$ cat config.mk
export PLATFORM = sky130hd
export DESIGN_NAME = writeback_arbiter_flat
export DESIGN_NICKNAME = d
export VERILOG_FILES = /design/src/rtl/rv32_pkg.sv /design/src/rtl/writeback_arbiter_if.sv /design/src/rtl/wb_pending_queue.sv /design/src/rtl/writeback_arbiter.sv /design/src/flat_wrapper.sv
export SDC_FILE = /design/constraint.sdc
export NUM_CORES = 1
export LEC_CHECK = 0
export ABC_CLOCK_PERIOD_IN_PS = 8200
export CAP_MARGIN = 20
export CORE_MARGIN = 1.5
export CORE_UTILIZATION = 40
export DETAILED_ROUTE_END_ITERATION = 7
export GPL_ROUTABILITY_DRIVEN = 1
export SLEW_MARGIN = 20
export SYNTH_ARGS = -nofsm -noshare
export SYNTH_HDL_FRONTEND = slang
export SYNTH_HIERARCHICAL = 1
export SYNTH_SLANG_ARGS = --single-unit
$ cat constraint.sdc
create_clock -name clk -period 8.2 [get_ports clk]
set_clock_uncertainty 0.2 [all_clocks]
set_input_delay 1.23 -clock clk [delete_from_list [all_inputs] [get_ports clk]]
set_output_delay 1.23 -clock clk [all_outputs]
set_load 0.005 [all_outputs]
$ cat src/rtl/rv32_pkg.sv
// Shared RV32 writeback types: register address width and the queued result entry.
package rv32_pkg;
  localparam int XLEN       = 32;
  localparam int REG_ADDR_W = 5;

  typedef struct packed {
    logic [REG_ADDR_W-1:0] rd;
    logic [XLEN-1:0]       data;
    logic                  live;
  } wb_entry_t;
endpackage

$ cat src/rtl/writeback_arbiter_if.sv
// Writeback arbiter bus: pipeline result, M-unit valid/ready offer, hazard query, register file port.
// The master drives the pipeline/M-unit/query inputs; the slave is the arbiter.
interface writeback_arbiter_if #(
  parameter int XLEN  = 32,
  parameter int DEPTH = 4
);
  localparam int AW = $clog2(DEPTH);

  logic                              pipe_valid;
  logic [rv32_pkg::REG_ADDR_W-1:0]   pipe_rd;
  logic [XLEN-1:0]                   pipe_data;
  logic                              mdu_valid;
  logic                              mdu_ready;
  logic [rv32_pkg::REG_ADDR_W-1:0]   mdu_rd;
  logic [XLEN-1:0]                   mdu_data;
  logic [rv32_pkg::REG_ADDR_W-1:0]   query_rd;
  logic                              query_pending;
  logic [AW:0]                       fifo_count;
  logic                              regWrite;
  logic [rv32_pkg::REG_ADDR_W-1:0]   writeReg;
  logic [XLEN-1:0]                   writeData;

  modport master (
    output pipe_valid, pipe_rd, pipe_data, mdu_valid, mdu_rd, mdu_data, query_rd,
    input  mdu_ready, query_pending, fifo_count, regWrite, writeReg, writeData
  );

  modport slave (
    input  pipe_valid, pipe_rd, pipe_data, mdu_valid, mdu_rd, mdu_data, query_rd,
    output mdu_ready, query_pending, fifo_count, regWrite, writeReg, writeData
  );
endinterface

$ cat src/rtl/wb_pending_queue.sv
// Circular buffer of pending M-unit results with kill-by-rd broadcast and a live-rd lookup.
// Push/pop take effect at the edge; head and query_pending are combinational from current state.
module wb_pending_queue import rv32_pkg::*; #(
  parameter int DEPTH = 4,
  localparam int AW = $clog2(DEPTH)
) (
  input  logic                  clk,
  input  logic                  rst,
  input  logic                  push,
  input  wb_entry_t             push_entry,
  input  logic                  pop,
  input  logic                  kill,
  input  logic [REG_ADDR_W-1:0] kill_rd,
  input  logic [REG_ADDR_W-1:0] query_rd,
  output logic                  query_pending,
  output wb_entry_t             head,
  output logic [AW:0]           count,
  output logic                  full,
  output logic                  empty
);
  wb_entry_t       mem [DEPTH];
  wb_entry_t       push_q;
  logic [AW-1:0]   rd_ptr;
  logic [AW-1:0]   wr_ptr;
  logic [AW-1:0]   offset [DEPTH];
  logic [DEPTH-1:0] hit;

  // An entry arriving alongside a pipe write to the same rd is already stale.
  always_comb begin
    push_q = push_entry;
    if (kill && push_entry.rd == kill_rd) push_q.live = 1'b0;
  end

  always_ff @(posedge clk) begin
    for (int i = 0; i < DEPTH; i++) begin
      if (kill && mem[i].rd == kill_rd) mem[i].live <= 1'b0;
    end
    if (push) mem[wr_ptr] <= push_q;
  end

  always_ff @(posedge clk) begin
    if (rst) begin
      rd_ptr <= '0;
      wr_ptr <= '0;
      count  <= '0;
    end else begin
      if (push) wr_ptr <= wr_ptr + 1'b1;
      if (pop)  rd_ptr <= rd_ptr + 1'b1;
      case ({push, pop})
        2'b10:   count <= count + 1'b1;
        2'b01:   count <= count - 1'b1;
        default: count <= count;
      endcase
    end
  end

  // A slot is occupied when its distance from the head is below the occupancy.
  always_comb begin
    hit = '0;
    for (int i = 0; i < DEPTH; i++) begin
      offset[i] = AW'(i) - rd_ptr;
      hit[i]    = ({1'b0, offset[i]} < count) && mem[i].live && (mem[i].rd == query_rd);
    end
  end

  assign query_pending = (query_rd != '0) && (|hit);
  assign head          = mem[rd_ptr];
  assign full          = (count == (AW+1)'(DEPTH));
  assign empty         = (count == '0);
endmodule

$ cat src/rtl/writeback_arbiter.sv
// Sole register file writer: pipeline results win, queued M-unit results drain on idle pipe cycles.
// One-cycle registered write; M-unit backpressured only when the queue is full.
module writeback_arbiter #(
  parameter int XLEN  = 32,
  parameter int DEPTH = 4
) (
  input  logic                 clk,
  input  logic                 rst,
  writeback_arbiter_if.slave   bus
);
  import rv32_pkg::wb_entry_t;

  localparam int AW = $clog2(DEPTH);

  logic      pipe_sel;
  logic      push;
  logic      pop;
  logic      full;
  logic      empty;
  wb_entry_t head;
  wb_entry_t push_entry;

  assign pipe_sel      = bus.pipe_valid && (bus.pipe_rd != '0);
  assign bus.mdu_ready = !full && !rst;
  // Results for x0 are accepted and dropped so the M-unit never stalls on them.
  assign push          = bus.mdu_valid && bus.mdu_ready && (bus.mdu_rd != '0);
  assign pop           = !pipe_sel && !empty;
  assign push_entry    = '{rd: bus.mdu_rd, data: bus.mdu_data, live: 1'b1};

  wb_pending_queue #(.DEPTH(DEPTH)) u_queue (
    .clk           (clk),
    .rst           (rst),
    .push          (push),
    .push_entry    (push_entry),
    .pop           (pop),
    .kill          (pipe_sel),
    .kill_rd       (bus.pipe_rd),
    .query_rd      (bus.query_rd),
    .query_pending (bus.query_pending),
    .head          (head),
    .count         (bus.fifo_count),
    .full          (full),
    .empty         (empty)
  );

  always_ff @(posedge clk) begin
    if (rst) begin
      bus.regWrite  <= 1'b0;
      bus.writeReg  <= '0;
      bus.writeData <= '0;
    end else if (pipe_sel) begin
      bus.regWrite  <= 1'b1;
      bus.writeReg  <= bus.pipe_rd;
      bus.writeData <= bus.pipe_data;
    end else if (pop && head.live) begin
      bus.regWrite  <= 1'b1;
      bus.writeReg  <= head.rd;
      bus.writeData <= head.data;
    end else begin
      bus.regWrite  <= 1'b0;
    end
  end
endmodule

$ cat src/flat_wrapper.sv
// flat-port wrapper written by rule: the top's interface ports become plain ports
module writeback_arbiter_flat import rv32_pkg::wb_entry_t;
#(
  parameter int XLEN  = 32,
  parameter int DEPTH = 4
)
  (clk, rst, bus_pipe_valid, bus_pipe_rd, bus_pipe_data, bus_mdu_valid, bus_mdu_rd, bus_mdu_data, bus_query_rd, bus_mdu_ready, bus_query_pending, bus_fifo_count, bus_regWrite, bus_writeReg, bus_writeData);
  writeback_arbiter_if #(.XLEN(XLEN), .DEPTH(DEPTH)) bus_i ();
  input  logic clk;
  input  logic rst;
  input wire logic [$bits(bus_i.pipe_valid)-1:0] bus_pipe_valid;
  input wire logic [$bits(bus_i.pipe_rd)-1:0] bus_pipe_rd;
  input wire logic [$bits(bus_i.pipe_data)-1:0] bus_pipe_data;
  input wire logic [$bits(bus_i.mdu_valid)-1:0] bus_mdu_valid;
  input wire logic [$bits(bus_i.mdu_rd)-1:0] bus_mdu_rd;
  input wire logic [$bits(bus_i.mdu_data)-1:0] bus_mdu_data;
  input wire logic [$bits(bus_i.query_rd)-1:0] bus_query_rd;
  output wire logic [$bits(bus_i.mdu_ready)-1:0] bus_mdu_ready;
  output wire logic [$bits(bus_i.query_pending)-1:0] bus_query_pending;
  output wire logic [$bits(bus_i.fifo_count)-1:0] bus_fifo_count;
  output wire logic [$bits(bus_i.regWrite)-1:0] bus_regWrite;
  output wire logic [$bits(bus_i.writeReg)-1:0] bus_writeReg;
  output wire logic [$bits(bus_i.writeData)-1:0] bus_writeData;
  assign bus_i.pipe_valid = bus_pipe_valid;
  assign bus_i.pipe_rd = bus_pipe_rd;
  assign bus_i.pipe_data = bus_pipe_data;
  assign bus_i.mdu_valid = bus_mdu_valid;
  assign bus_i.mdu_rd = bus_mdu_rd;
  assign bus_i.mdu_data = bus_mdu_data;
  assign bus_i.query_rd = bus_query_rd;
  assign bus_mdu_ready = bus_i.mdu_ready;
  assign bus_query_pending = bus_i.query_pending;
  assign bus_fifo_count = bus_i.fifo_count;
  assign bus_regWrite = bus_i.regWrite;
  assign bus_writeReg = bus_i.writeReg;
  assign bus_writeData = bus_i.writeData;
  writeback_arbiter #(.XLEN(XLEN), .DEPTH(DEPTH)) u_core (.clk(clk), .rst(rst), .bus(bus_i));
endmodule
# Word-level counts from Yosys, hierarchy flattened
# Memory sizes are Yosys's and may differ from the RTL's. A register that Yosys moved wholly into a read port is not among the register bits.
# Cells that the tools add are included.
# word_totals
register_bits	45
ramBits	152
inputBits	83
out_inout_bits	43
wordCells	82
memories	1
# mem_list
memory	depth	width	read_ports	rd_ports_with_merged_regs	wr	line_no	text
u_core.u_queue.mem	4	38	5	1	5	wb_pending_queue.sv:21	wb_entry_t mem [DEPTH];
# classes
addsub	8
n_lt_le_gt_ge	4
n_eq_ne	12
mux	20
reduce_logical	31
# ops
operator	n
$mux 32	2
$eq 5x5->1	9
$logic_and 1x1->1	20
$reduce_bool 5->1	3
$mux 1	13
$lt 2x3->1	4
$mux 5	2
$pmux 3 s2	1
$add 2x1->2 const B	2
$logic_not 1->1	4
$mux 2	2
$reduce_bool 2->1	2
$reduce_or 4->1	1
$sub 1x2->2 const A	2
$sub 2x2->2 const A	2
$add 3x1->3 const B	1
$eq 3x3->1 const B	1
$logic_not 3->1	1
$sub 3x1->3 const B	1
$eq 2x1->1 const B	1
$eq 2x2->1 const B	1

# Logic depth before layout (Yosys ltp)
# depth
ltp_word	7
mapped_depth	12
ltp_nobuf	12

# Hierarchy
# Netlist, hierarchy kept.
# modules_own_cells
module	instances	cells_each	area_each_um2	seq_area_each_um2
wb_pending_queue	1	346	6691.4	4744.6
writeback_arbiter	1	185	1880.6	760.7

# Least setup slack after synthesis
# OpenSTA, ideal clock, no wires.
# synth_timing
kind	input-to-reg
from	input rst
to	memory u_core/u_queue/mem[0][0] (netlist name), enable pin
setup_ns	0.297
arrival_time_ns	3.225
t_required_ns	7.703
setup_slack_ns	4.478
stages	6
path_buffers	1
cell_sequence	clkbuf_1 nor2_1 nand2_1 a21oi_1 and2_1 a31o_1
# synth_rtl
item	line_no	text
start, declared	flat_wrapper.sv:10	input logic rst;
end, declared	wb_pending_queue.sv:21	

# Final worst setup path
# layout_timing
from	input bus_query_rd[3]
to	output bus_query_pending
# layout_via
elab_chain_len	4
elab_cells_between_ends	11
classes_between	4 x eq/ne; 7 x reduce/logical
# layout_lines
item	line_no	text
start, declared	flat_wrapper.sv:17	input wire logic [$bits(bus_i.query_rd)-1:0] bus_query_rd;
$eq 5x5->1	wb_pending_queue.sv:62	hit[i] = ({1'b0, offset[i]} < count) && mem[i].live && (mem[i].rd == query_rd);
$logic_and 1x1->1	wb_pending_queue.sv:62	
$reduce_or 4->1	wb_pending_queue.sv:66	assign query_pending = (query_rd != '0) && (|hit);
$logic_and 1x1->1 *	wb_pending_queue.sv:66	
end, declared	flat_wrapper.sv:19	output wire logic [$bits(bus_i.query_pending)-1:0] bus_query_pending;
# Every way passes the cells marked *; elsewhere a longest branch is shown, timed or not.

==> results.sh <==
export IMPL_finalSetupViolations=0
export IMPL_reg2reg_from="u_core/u_queue/count[0]"
export IMPL_place_ws_ns=3.34
export IMPL_wl_per_cell_um=20.7
export IMPL_cp_arrival_ns=3.22
export IMPL_placed_cells=902
export IMPL_viasPerCell=5.33
export IMPL_status="finished clean"
export IMPL_holdWs_ns=0.356
export IMPL_track_usage=0.183
export IMPL_cp_max_fo=5
export IMPL_cts_setup_buffers=0
export IMPL_min_period_over_period=0.568
export IMPL_finalCriticalPeriod_ns=4.65
export IMPL_die_x_um=149
export IMPL_maxCapViolations=0
export IMPL_grt_overflow_total=0
export IMPL_post_route_drc_count=0
export IMPL_synth_area_um2=8570
export IMPL_pin_count=126
export IMPL_antenna_found_initial=1
export IMPL_rows=53
export IMPL_worst_path_buf_inv=2
export IMPL_worstSetupEndpointType="primary output"
export IMPL_finalHoldViolations=0
export IMPL_synth_edf_count=152
export IMPL_grt_pass1_wl_um=30000
export IMPL_cts_repair_resized=0
export IMPL_cts_tree="built"
export IMPL_worstSkewPairLatency_ns=0.42
export IMPL_fin_nets=740
export IMPL_clockBufferDepth=2
export IMPL_synth_ff_type="edfxtp_1"
export IMPL_synth_seq_cells=199
export IMPL_io_buffer_count=125
export IMPL_regArea_um2=5510
export IMPL_cts_buffers=17
export IMPL_slew_limit_headroom=0.269
export IMPL_synthCells=531
export IMPL_dp_hpwl_um=12700
export IMPL_multiInputGateArea_um2=2790
export IMPL_timing_rr_end="u_core/u_queue/mem[2][17]"
export IMPL_total_power_mw=2.63
export IMPL_layout_setup_ws_ns=3.55
export IMPL_root_buffer="clkbuf_16"
export IMPL_cp_slowest_cell="clkdlybuf4s50_1"
export IMPL_core_area_um2=21000
export IMPL_die_y_um=149
export IMPL_crit_chain="clkdlybuf4s50_1, xnor2_1, nand4_1, a2111oi_2, nor4_1, a21oi_1, clkdlybuf4s50_1"
export IMPL_drv_slew=0
export IMPL_power_density_nw_per_um2=248
export IMPL_final_cells=936
export IMPL_tightestPinTransition_ns=1.09
export IMPL_path_class="in2out"
export IMPL_ir_worst_vdd_v=0.000159
export IMPL_reg2regPathDepth=7
export IMPL_hp_class="reg2reg"
export IMPL_start_util=0.408
export IMPL_cts_htree_levels=4
export IMPL_worstHoldStart="u_core/bus.writeReg[0]"
export IMPL_vias=4992
export IMPL_grt_pass1_vias=5234
export IMPL_fillers=1724
export IMPL_required_ns=6.77
export IMPL_dieArea_um2=22300
export IMPL_critPathTopFamily="buffers and inverters"
export IMPL_ant_nets=0
export IMPL_area_growth_pct=24.0
export IMPL_synthArstFlopShare=0
export IMPL_dr_first_iter_drc_count=329
export IMPL_clock_fmax_ghz=0.215
export IMPL_slowest_delay_ns=0.62
export IMPL_dr_pass1_iters=4
export IMPL_cellLeakagePower_nw=3.39
export IMPL_fin_setup_tns_ns=0
export IMPL_ys_seq_area_frac=0.642
export IMPL_start_kind="input port"
export IMPL_yosysWarnings=6
export IMPL_grt_setup_unrepaired="false"
export IMPL_whs_path_depth=2
export IMPL_finalWirelength_um=19400
export IMPL_reg2reg_slack_ns=4.84
export IMPL_hold_path_end="u_core/bus.writeReg[0]"
export IMPL_fin_util=0.506
export IMPL_clk_pin_slew_ns=0.06
export IMPL_critical_path_startpoint="bus_query_rd[3]"
export IMPL_dpl_cell_area_um2=10000
export IMPL_grt_max_degree=47
export IMPL_fin_area_um2=10600
export IMPL_ys_types=38
export IMPL_gp_congestion=0.927
export IMPL_syn_avg_cell_area_um2=16.1
export IMPL_cts_hold_buffers=0
export IMPL_drive_gt1_frac=0.144
export IMPL_critPathMostFrequentCell="clkdlybuf4s50_1"
export IMPL_cts_sinks=199
[per-layer routing]
layer | up-vias | part of all wire | wire length, um | track usage
met3 | 16 | 0.056 | 1090 | 0.0367
met4 | 0 | 0.015 | 294 | 0.0688
met1 | 2499 | 0.44 | 8490 | 0.243
met2 | 157 | 0.49 | 9490 | 0.296
li1 | 2320 | - | - | -
met5 | - | 0 | 0 | 0
[layout make-up]
| class | count | share of cell area |
|---|---|---|
| multi-input cells | 278 | 0.263 |
| clock buffers | 19 | 0.0417 |
| well taps | 275 | 0.0324 |
| diodes | 1 | 0.000235 |
| inverters | 16 | 0.00565 |
| repair buffers | 135 | 0.126 |
| flip-flops and latches | 199 | 0.518 |
| clock inverters | 13 | 0.0131 |
[power by group]
group	total (mW)	internal [mW]	switching, mW
clock network	0.807	0.437	0.370
logic	0.630	0.333	0.296
registers	1.20	1.15	0.0433
[cells in the final DEF (no fill, tap or decap), types with 13 or more instances in the layout]
cell / instances
a211oi_1: 66
clkbuf_16: 17
clkdlybuf4s50_1: 124
dfxtp_1: 45
edfxtp_1: 152
inv_1: 13
mux2i_1: 38
mux4_2: 38
xnor2_1: 27
xor2_1: 24
[cells by family after synthesis]
group                      share of synthesized area
other                                       0.000437
buffers and inverters                         0.0346
and+or+nand+nor                               0.0312
DFF                                            0.642
muxes                                          0.144
xor gates and xnor gates                      0.0521
AOI/OAI and AO/OA                             0.0797
adders and majority gates                     0.0155
[synthesized netlist by cell type (all sizes together), types with 2 or more instances]
library cell / n / area share
dfxtp: 47 / 0.11
nand4: 4 / 0.0029
mux4: 38 / 0.10
buf: 28 / 0.021
inv: 15 / 0.0066
nand2b: 2 / 0.0015
edfxtp: 152 / 0.53
ha: 9 / 0.013
nor3: 3 / 0.0018
a21oi: 7 / 0.0041
nor4: 7 / 0.0069
mux2i: 38 / 0.044
a2111oi: 2 / 0.0035
nand2: 2 / 0.00088
o31ai: 5 / 0.0067
xor2: 24 / 0.025
and2: 4 / 0.0029
xnor2: 27 / 0.028
a31o: 4 / 0.0041
o21ai: 3 / 0.0018
and3: 5 / 0.0036
clkbuf: 13 / 0.0061
a211oi: 66 / 0.058
nor2: 12 / 0.0053
nand3: 7 / 0.0041
[state kept, by name, summed over array words and instances (netlist names), named ones only]
name and count:
u_core/bus.writeReg 5, u_core/bus.writeData 32, u_core/bus.regWrite 1, u_core/u_queue/wr_ptr 2
u_core/u_queue/count 3, u_core/u_queue/rd_ptr 2, u_core/u_queue/mem 152
[worst min-delay path, stage by stage, from the launching register on]
cell and delay (ns):
dfxtp_1 0.31, mux2i_1 0.12, a21oi_1 0.07
[worst max-delay path by stage]
stage,endpoint,slack (ns),depth (start not counted)
4_1_cts,bus_query_pending,3.52,7
2_1_floorplan,u_core/u_queue/mem[0][0],4.48,6
5_1_grt,bus_query_pending,3.39,7
6_report,bus_query_pending,3.55,7
3_3_place_gp,u_core/u_queue/count[2],3.49,11
3_5_place_dp,u_core/u_queue/count[2],3.34,11
No activity file was read; power rests on OpenSTA's default activity.
